File: src/rtl/if_delay_slot_sequencer_pkg.sv
`default_nettype none
// ============================================================================
// Module      : if_delay_slot_sequencer_pkg
// Description : Shared definitions for the IF-stage fetch-PC sequencer:
//               word range, reset PC, fetch-group size, FSM state encodings
//               and the next-group address helper.
// Revision    : 1.0 - initial release
// ============================================================================
package if_delay_slot_sequencer_pkg;

  // Architectural word range
  localparam int SINGLE_WORD_MSB = 31;
  localparam int SINGLE_WORD_LSB = 0;
  typedef logic [SINGLE_WORD_MSB:SINGLE_WORD_LSB] word_t;

  // Boot vector and fetch-group size defaults
  localparam word_t       RESET_PC_DEFAULT    = 32'hBFC0_0000;
  localparam int unsigned GROUP_BYTES_DEFAULT = 16;

  // Sequencer states
  typedef enum logic [0:0] {
    DSS_IDLE = 1'b0,
    DSS_WAIT = 1'b1
  } dss_state_t;

  // Address of the next fetch group; the carry out of bit 31 is dropped
  function automatic word_t nextGroupPc(input word_t pc, input int unsigned offBits);
    word_t w_grp;
    w_grp = (pc >> offBits) + 32'd1;
    return w_grp << offBits;
  endfunction

endpackage
`default_nettype wire

File: src/rtl/if_delay_slot_sequencer_sat_counter32.sv
`default_nettype none
// ============================================================================
// Module      : sat_counter32
// Description : 32-bit saturating event counter. Counts inc_i pulses and
//               sticks at all-ones.
// Revision    : 1.0 - initial release
// ============================================================================
module sat_counter32 #(
  parameter logic [31:0] INIT_VALUE = 32'h0000_0000
) (
  input  logic        clk,
  input  logic        resetn,
  input  logic        inc_i,
  output logic [31:0] count_o
);

  logic [31:0] r_count;

  // Increment on request unless already saturated
  always_ff @(posedge clk) begin
    if (!resetn) begin
      r_count <= INIT_VALUE;
    end else if (inc_i && (r_count != 32'hFFFF_FFFF)) begin
      r_count <= r_count + 32'd1;
    end
  end

  assign count_o = r_count;

endmodule
`default_nettype wire

File: src/rtl/if_delay_slot_sequencer.sv
`default_nettype none
// ============================================================================
// Module      : if_delay_slot_sequencer
// Description : IF-stage fetch-PC sequencer. Owns the fetch PC and turns the
//               per-group branch prediction into a legal MIPS fetch order,
//               inserting a delay-slot-only fetch when a taken branch's delay
//               slot lies beyond the current group. Backend flush overrides.
// Revision    : 1.0 - initial release
// ============================================================================
module if_delay_slot_sequencer
  import if_delay_slot_sequencer_pkg::*;
#(
  parameter logic [31:0] RESET_PC       = RESET_PC_DEFAULT,
  parameter int unsigned GROUP_BYTES    = GROUP_BYTES_DEFAULT,
  parameter logic [31:0] SPLIT_CNT_INIT = 32'h0000_0000
) (
  input  logic        clk,
  input  logic        resetn,
  input  logic        fetch_ready_i,
  input  logic        pred_taken_i,
  input  logic [31:0] pred_target_i,
  input  logic        pred_need_ds_i,
  input  logic        pred_ds_getted_i,
  input  logic [31:0] ds_addr_i,
  input  logic        flush_i,
  input  logic [31:0] flush_pc_i,
  output logic [31:0] pc_o,
  output logic        pc_valid_o,
  output logic        ds_only_o,
  output logic [31:0] ds_split_cnt_o
);

  localparam int unsigned c_GROUP_OFF_BITS = $clog2(GROUP_BYTES);

  dss_state_t  r_state;
  dss_state_t  w_stateNext;
  logic [31:0] r_pc;
  logic [31:0] w_pcNext;
  logic [31:0] r_targetQ;
  logic [31:0] w_targetNext;
  logic        r_valid;
  logic        r_dsOnly;
  logic        w_accept;
  logic        w_splitInc;
  logic [31:0] w_seqPc;

  assign w_accept = r_valid && fetch_ready_i;
  assign w_seqPc  = nextGroupPc(r_pc, c_GROUP_OFF_BITS);

  // State, PC and pending-target registers
  always_ff @(posedge clk) begin
    if (!resetn) begin
      r_state   <= DSS_IDLE;
      r_pc      <= RESET_PC;
      r_targetQ <= 32'h0000_0000;
      r_valid   <= 1'b0;
      r_dsOnly  <= 1'b0;
    end else begin
      r_state   <= w_stateNext;
      r_pc      <= w_pcNext;
      r_targetQ <= w_targetNext;
      r_valid   <= 1'b1;
      r_dsOnly  <= (w_stateNext == DSS_WAIT);
    end
  end

  // Next-state and next-PC selection: flush beats accept beats hold
  always_comb begin
    w_stateNext  = r_state;
    w_pcNext     = r_pc;
    w_targetNext = r_targetQ;
    w_splitInc   = 1'b0;
    if (flush_i) begin
      w_stateNext  = DSS_IDLE;
      w_pcNext     = flush_pc_i;
      w_targetNext = 32'h0000_0000;
    end else if (w_accept) begin
      case (r_state)
        DSS_IDLE: begin
          if (!pred_taken_i) begin
            w_pcNext = w_seqPc;
          end else if (!pred_need_ds_i || pred_ds_getted_i) begin
            w_pcNext = pred_target_i;
          end else begin
            // Delay slot is outside this group: fetch it alone first
            w_pcNext     = ds_addr_i;
            w_targetNext = pred_target_i;
            w_stateNext  = DSS_WAIT;
            w_splitInc   = 1'b1;
          end
        end
        DSS_WAIT: begin
          // A delay slot never redirects; prediction inputs are ignored
          w_pcNext    = r_targetQ;
          w_stateNext = DSS_IDLE;
        end
        default: begin
          w_stateNext = DSS_IDLE;
        end
      endcase
    end
  end

  sat_counter32 #(
    .INIT_VALUE (SPLIT_CNT_INIT)
  ) uSplitCnt (
    .clk     (clk),
    .resetn  (resetn),
    .inc_i   (w_splitInc),
    .count_o (ds_split_cnt_o)
  );

  assign pc_o       = r_pc;
  assign pc_valid_o = r_valid;
  assign ds_only_o  = r_dsOnly;

endmodule
`default_nettype wire

File: config.mk
export PLATFORM = sky130hd
export DESIGN_NAME = if_delay_slot_sequencer
export DESIGN_NICKNAME = d
export VERILOG_FILES = /design/src/rtl/if_delay_slot_sequencer_pkg.sv /design/src/rtl/if_delay_slot_sequencer_sat_counter32.sv /design/src/rtl/if_delay_slot_sequencer.sv
export SDC_FILE = /design/constraint.sdc
export NUM_CORES = 1
export LEC_CHECK = 0
export ABC_AREA = 0
export ABC_CLOCK_PERIOD_IN_PS = 2100
export CAP_MARGIN = 20
export CORE_UTILIZATION = 49
export CTS_BUF_LIST = sky130_fd_sc_hd__clkbuf_8
export CTS_CLUSTER_DIAMETER = 50
export DETAILED_ROUTE_END_ITERATION = 6
export PLACE_DENSITY = 0.8
export SYNTH_ARGS = -nofsm -noshare
export SYNTH_HDL_FRONTEND = slang
export SYNTH_SLANG_ARGS = --single-unit
export TNS_END_PERCENT = 20
File: constraint.sdc
create_clock -name clk -period 2.1 [get_ports clk]
set_input_delay 0.525 -clock clk [delete_from_list [all_inputs] [get_ports clk]]
set_output_delay 0.525 -clock clk [all_outputs]
set_load 0.02 [all_outputs]
==> results of run 1 <==
==> metal layers <==
metal	part of all wire, %	track usage [%]
met1	41	41.8
met5	0	0
met3	8.5	5.57
met2	48	55.8
met4	2.6	13.5
==> per-stage QoR <==
| step | power (W) | std cells |
|---|---|---|
| 2_1_floorplan | 0.00238 | 760 |
| 3_3_place_gp | 0.00286 | 1093 |
| 3_5_place_dp | 0.00288 | 1093 |
| 4_1_cts | 0.00407 | 1108 |
| 5_1_grt | 0.00421 | 1111 |
| 6_report | 0.00407 | 1111 |
==> layout by cell type (no fill, tap or decap), drive strengths merged, types with 3 or more instances in the layout <==
cell,n
inv,16
clkbuf,10
xor2,12
a211oi,10
a22oi,5
o21a,4
or4,9
or3,10
a31oi,7
o31a,4
o211ai,17
nor4,17
and3,12
nand4,16
o221ai,3
clkinv,3
nand2,145
a21oi,82
nand3,46
dfxtp,98
and4,9
nor3,13
clkdlybuf4s50,164
nor2,36
xnor2,7
nand2b,11
o2111ai,3
buf,81
o31ai,11
o21ai,56
mux2i,27
==> cell type report <==
class                      instances  area (um^2)
multi-input combinational        595         3520
fill                             870         2870
sequential                        98         1960
timing repair buffer             248         2310
clock buffer                      10          138
tap                              140          175
clock inverter                     5         47.5
inverter                          15         56.3
==> critical path, stage by stage (launching register included) <==
cell     delay, ns
dfxtp_1       0.43
nand4_1       0.24
nor2_1        0.45
nand4_2       0.28
or4_1         0.52
a21oi_1       0.14
==> worst max-delay path by stage <==
stage	cells past startpoint	slack [ns]	end	startpoint
3_5_place_dp	7	-0.37	uSplitCnt.count_o[7]	pred_taken_i
5_1_grt	6	-0.14	uSplitCnt.count_o[25]	uSplitCnt.count_o[3]
6_report	5	-0.02	uSplitCnt.count_o[27]	uSplitCnt.count_o[5]
3_3_place_gp	7	-0.35	uSplitCnt.count_o[7]	pred_taken_i
4_1_cts	6	0.008	uSplitCnt.count_o[23]	pred_need_ds_i
2_1_floorplan	6	0.11	uSplitCnt.count_o[23]	pred_ds_getted_i
==> power by group through the flow <==
| stage | Clock [W] | Combinational (W) | Sequential (W) |
|---|---|---|---|
| CTS | 0.00124 | 0.000863 | 0.00197 |
| detailed placement | 0 | 0.000859 | 0.00202 |
| global route | 0.00130 | 0.000932 | 0.00198 |
| global placement | 0 | 0.000845 | 0.00202 |
| finish | 0.00122 | 0.000875 | 0.00198 |
| floorplan | 0 | 0.000313 | 0.00207 |
==> repair_timing <==
action                                  in CTS  in global routing
gates cloned                                 0                  1
endpoints found under the setup margin       2                 27
gates resized for setup                      1                 18
setup buffers                                0                  2
pin swaps                                    1                  4
==> sequential cells by signal, indices dropped and copies added, names as in the netlist <==
name               flops
pc_o                  32
r_targetQ             32
uSplitCnt.count_o     32
ds_only_o              1
pc_valid_o             1
==> cell families (layout without fill, tap and decap cells) <==
kind of cell / after synthesis / in the layout / share of synthesized area, %
AOI/OAI and AO/OA: 216 / 216 / 22.8
buffers and inverters: 68 / 278 / 5.06
adders and majority gates: 2 / 2 / 0.440
muxes: 28 / 28 / 4.95
and+or+nand+nor: 329 / 330 / 29.3
xor gates and xnor gates: 19 / 19 / 2.93
DFF: 98 / 98 / 34.5
==> impl_metrics.toml, run 1 <==
[route]
drc_errors = 0
ant_nets = 0
drt_pass1_iterations = 5
drt-total-wl_um = 20100
routedWlPerCell_um = 18.1
routed_via_density = 6.11
vias = 6790
drtIter0Drc = 739

[grt]
grtUsageTotal_pct = 33.1
grt_pass1_wl_um = 30800
grt_max_degree = 27
grt_overflow = 0
antenna_found_initial = 0
grt_pass1_vias = 6340

[logic_synthesis]
ys_types = 57
synth_seq_cells = 98
synthCells = 760
ys_warn_count = 0
async_reset_ff_share_pct = 0
seq_area_frac_synth_pct = 34.5
synth_commonest_cells = "nand2_1 (144), dfxtp_1 (98), a21oi_1 (82)"
synth.top_cells.by_area = "dfxtp_1 (34%), nand2_1 (9.5%), a21oi_1 (7.2%)"
yosysTopAreaCell = "dfxtp_1"
syn-num-nets = 865
synth_top_area_share_pct = 34.5
synth_edf_count = 0
synthesis.area_um2 = 5690
yosysMostFrequentCell = "nand2_1"
synth.avg_cell_area_um2 = 7.48
synth_top_flop_cell = "dfxtp_1"

[worst_setup_path]
crit_arrival_ns = 2.43
worstPathRequired_ns = 2.41
cp_max_fo = 6
start_kind = "flip-flop"
crit_path_end_kind = "flip-flop"
r2r_slack_ns = -0.02
rr_startpoint = "uSplitCnt.count_o[5]"
r2r_end = "uSplitCnt.count_o[27]"
crit_type = "flip-flop to flip-flop"
ff2ff_path_depth = 5

[cts]
tritoncts = "yes"
clock_latency_ns = 0.38
clk_pin_slew_ns = 0.09
clk_path_buf_depth = 2
numCtsBuffers = 9
ctsRootBufferMaster = "clkbuf_8"
holdBufCountCts = 0
clock_sinks = 98
h-tree-depth = 3

[power_and_ir_drop]
p_switching_w = 0.00115
p_clk_share_pct = 30.0
internal-power_w = 0.00292
power-per-cell-area_nw_per_um2 = 496
switching_share_pct = 28.2
vdd_drop_max_v = 0.000296
p_comb_share_pct = 21.5
leakagePower_nw = 3.01
pwr-share-seq_pct = 48.5

[timing]
skew_ns = 0.0113
setup_viol = 1
setup_ws_ns = -0.0245
relSlewSlack_pct = 65.8
hold_viol = 0
rsz0062_at_grt = "yes"
setup_tns_ns = -0.0245
fmax_mhz = 471
slew_viol_final = 0
worstMarginPinSlew_ns = 0.513
fin_crit_sh_pct = 101
hold_slack_ns = 0.459
min_period_ns = 2.12

[placement]
gp_congestion = 0.948
portBuffers = 168
hpwl_um = 14800
place_ws_ns = -0.368
dpl_cell_area_um2 = 7930

[layout]
drive_gt1_share_pct = 12.4
final_nets = 1072
fin_util_pct = 74.1
syn_to_final_growth_pct = 44.3
diodes = 0
design_area_um2 = 8210

[die]
start_util_pct = 51.3
dieArea_um2 = 12000
core-area_um2 = 11100
chipHeight_um = 110
row_count = 38
ios = 169
fp.dieW_um = 110

[run]
drv_cap = 0

[min_path]
min_from = "r_targetQ[2]"
hold_path_depth = 2
hold_path_class = "flip-flop to flip-flop"
hold_path_end = "r_targetQ[2]"

[status]
status = "complete, but fails checks"
violations = "negative setup slack"
No activity file was read; power rests on OpenSTA's default activity.
==> inputs of run 2 (changes only) <==
- CORE_MARGIN: unset -> 3
- CTS_CLUSTER_DIAMETER: 50 -> unset
- GPL_TIMING_DRIVEN: unset -> 0
==> run 2 against run 1 <==
  * The run still ends with negative setup slack left
  * Critical path type is now primary input to flip-flop
  * Clock power fell by 4%
  * Core utilization fell by 2.5 points
  * Global-route usage barely moved
  * Via count rose by 1.7%
  * First-iteration DRC count rose by 29%
  * Routed wire length rose by 9.7%
  * Clock skew fell by 0.0018 ns
  * Flip-flop and latch count did not move
==> impl_metrics.toml, run 2 (synthesized netlist as in run 1, its figures left out) <==
[power_and_ir_drop]
internal-power_w = 0.00276
p_clk_share_pct = 29.3
p_switching_w = 0.00122
power-per-cell-area_nw_per_um2 = 502
vdd_drop_max_v = 0.000499
switching_share_pct = 30.7
pwr-share-seq_pct = 50.0
power_w = 0.00399
leakagePower_nw = 2.85
p_comb_share_pct = 20.7

[worst_setup_path]
crit_type = "primary input to flip-flop"
r2r_slack_ns = -0.01
worst-path-buf-inv = 3
crit_path_end_kind = "flip-flop"
cp_max_fo = 10
crit_arrival_ns = 2.46
slowest_stage = "clkdlybuf4s50_1"
worstPathRequired_ns = 2.37
start_kind = "primary input"
crit_family = "buffers and inverters"
cp_slowest_stage_delay_ns = 0.52
worstPathCellList = "clkdlybuf4s50_1 -> nor2b_1 -> buf_4 -> buf_6 -> mux2i_1 -> nor3_1 -> a2111oi_1 -> nand3_1"

[timing]
skew_ns = 0.00953
worstMarginPinSlew_ns = 0.711
setup_tns_ns = -0.142
setup_ws_ns = -0.0884
rsz0062_at_grt = "yes"
fin_crit_sh_pct = 104
min_period_ns = 2.19
fmax_mhz = 457
hold_slack_ns = 0.460
relSlewSlack_pct = 52.6
setup_viol = 3
hold_viol = 0
slew_viol_final = 0

[cts]
clk_pin_slew_ns = 0.10
numCtsBuffers = 9
clock_sinks = 98
h-tree-depth = 3
tritoncts = "yes"
ctsRootBufferMaster = "clkbuf_8"
clk_path_buf_depth = 2
clock_latency_ns = 0.39
holdBufCountCts = 0

[layout]
final_nets = 1049
final_common_cell = "clkdlybuf4s50_1"
syn_to_final_growth_pct = 39.5
design_area_um2 = 7940
final_cell_mix = "clkdlybuf4s50_1 (158), nand2_1 (143), dfxtp_1 (89)"
diodes = 0
drive_gt1_share_pct = 8.54

[route]
drt-total-wl_um = 22100
drc_errors = 0
drt_pass1_iterations = 7
vias = 6904
routed_via_density = 6.34
routedWlPerCell_um = 20.3
ant_nets = 0
drtIter0Drc = 957

[die]
core-area_um2 = 11100
dieArea_um2 = 12900
chipHeight_um = 114
start_util_pct = 51.3
row_count = 38
ios = 169
fp.dieW_um = 114

[status]
status = "complete, but fails checks"
violations = "negative setup slack"

[grt]
grtUsageTotal_pct = 33.1
antenna_found_initial = 0
grt_pass1_wl_um = 33900
grt_pass1_vias = 6658
grt_overflow = 0
grt_max_degree = 16

[placement]
portBuffers = 167
dpl_cell_area_um2 = 7530
gp_congestion = 0.982
hpwl_um = 16200

[run]
drv_cap = 0

[min_path]
hold_path_class = "flip-flop to flip-flop"
[run 2: cell types whose count changed in the layout (fill, tap and decap cells not counted), sizes merged]
cell           delta
buf              -64
bufinv            -1
clkinvlp          +3
clkdlybuf4s50     -6
clkbuf           +41
clkinv            -1
dlygate4sd2       +3
dlymetal6s2s      +3
[run 2: final timing paths]
| kind | startpoint | to | cells past startpoint |
|---|---|---|---|
| max | pred_need_ds_i | pc_o[26] | 8 |
| min | r_targetQ[6] | r_targetQ[6] | 2 |
| max reg2reg | ds_only_o | pc_o[23] | 6 |
| min reg2reg | r_targetQ[6] | r_targetQ[6] | 2 |
[run 2: worst register-to-register path: stages, from the launching register on]
cell	delay, ns
dfxtp_1	0.47
nand2b_1	0.22
clkbuf_1	0.41
clkbuf_2	0.36
a21oi_1	0.09
a211oi_1	0.32
a22oi_1	0.12
[run 2: power groups by stage]
stage / Combinational (W) / Sequential, W / Clock, W
2_1_floorplan: 0.000313 / 0.00207 / 0
3_3_place_gp: 0.000791 / 0.00203 / 0
3_5_place_dp: 0.000799 / 0.00203 / 0
4_1_cts: 0.000807 / 0.00199 / 0.00115
5_1_grt: 0.000879 / 0.00200 / 0.00123
6_report: 0.000824 / 0.00199 / 0.00117
[run 2: layer usage]
layer  vias up  part of all wire (%)  track usage, %
met2       508                    47            54.5
met5         -                     0               0
met3        73                    11            9.07
li1       3133                     -               -
met1      3190                    39            41.7
met4         0                   2.9            12.0
[run 2: through the flow]
stage / setup WS, ns / cells / util [%]
2_1_floorplan: 0.107 / 760 / -
3_3_place_gp: -0.694 / 1067 / 68.0
3_5_place_dp: -0.705 / 1067 / 68.0
4_1_cts: -0.0674 / 1085 / 70.2
5_1_grt: -0.159 / 1089 / 71.6
6_report: -0.0884 / 1089 / 71.6
[run 2: final cells by class]
type,instances,area [um^2]
multi-input cells,595,3570
fillers,914,3140
flip-flops and latches,98,1970
repair buffers,172,1730
plain buffers,53,259
well taps,140,175
clock buffers,10,138
inverters,15,57.6
clock inverters,6,35.0
[run 2: what timing repair did]
action	in CTS	in global routing
gates resized for setup	22	43
hold endpoints to repair	0	0
cloned	0	1
setup endpoints to repair	79	93
pin swaps	3	3
buffers inserted	2	3
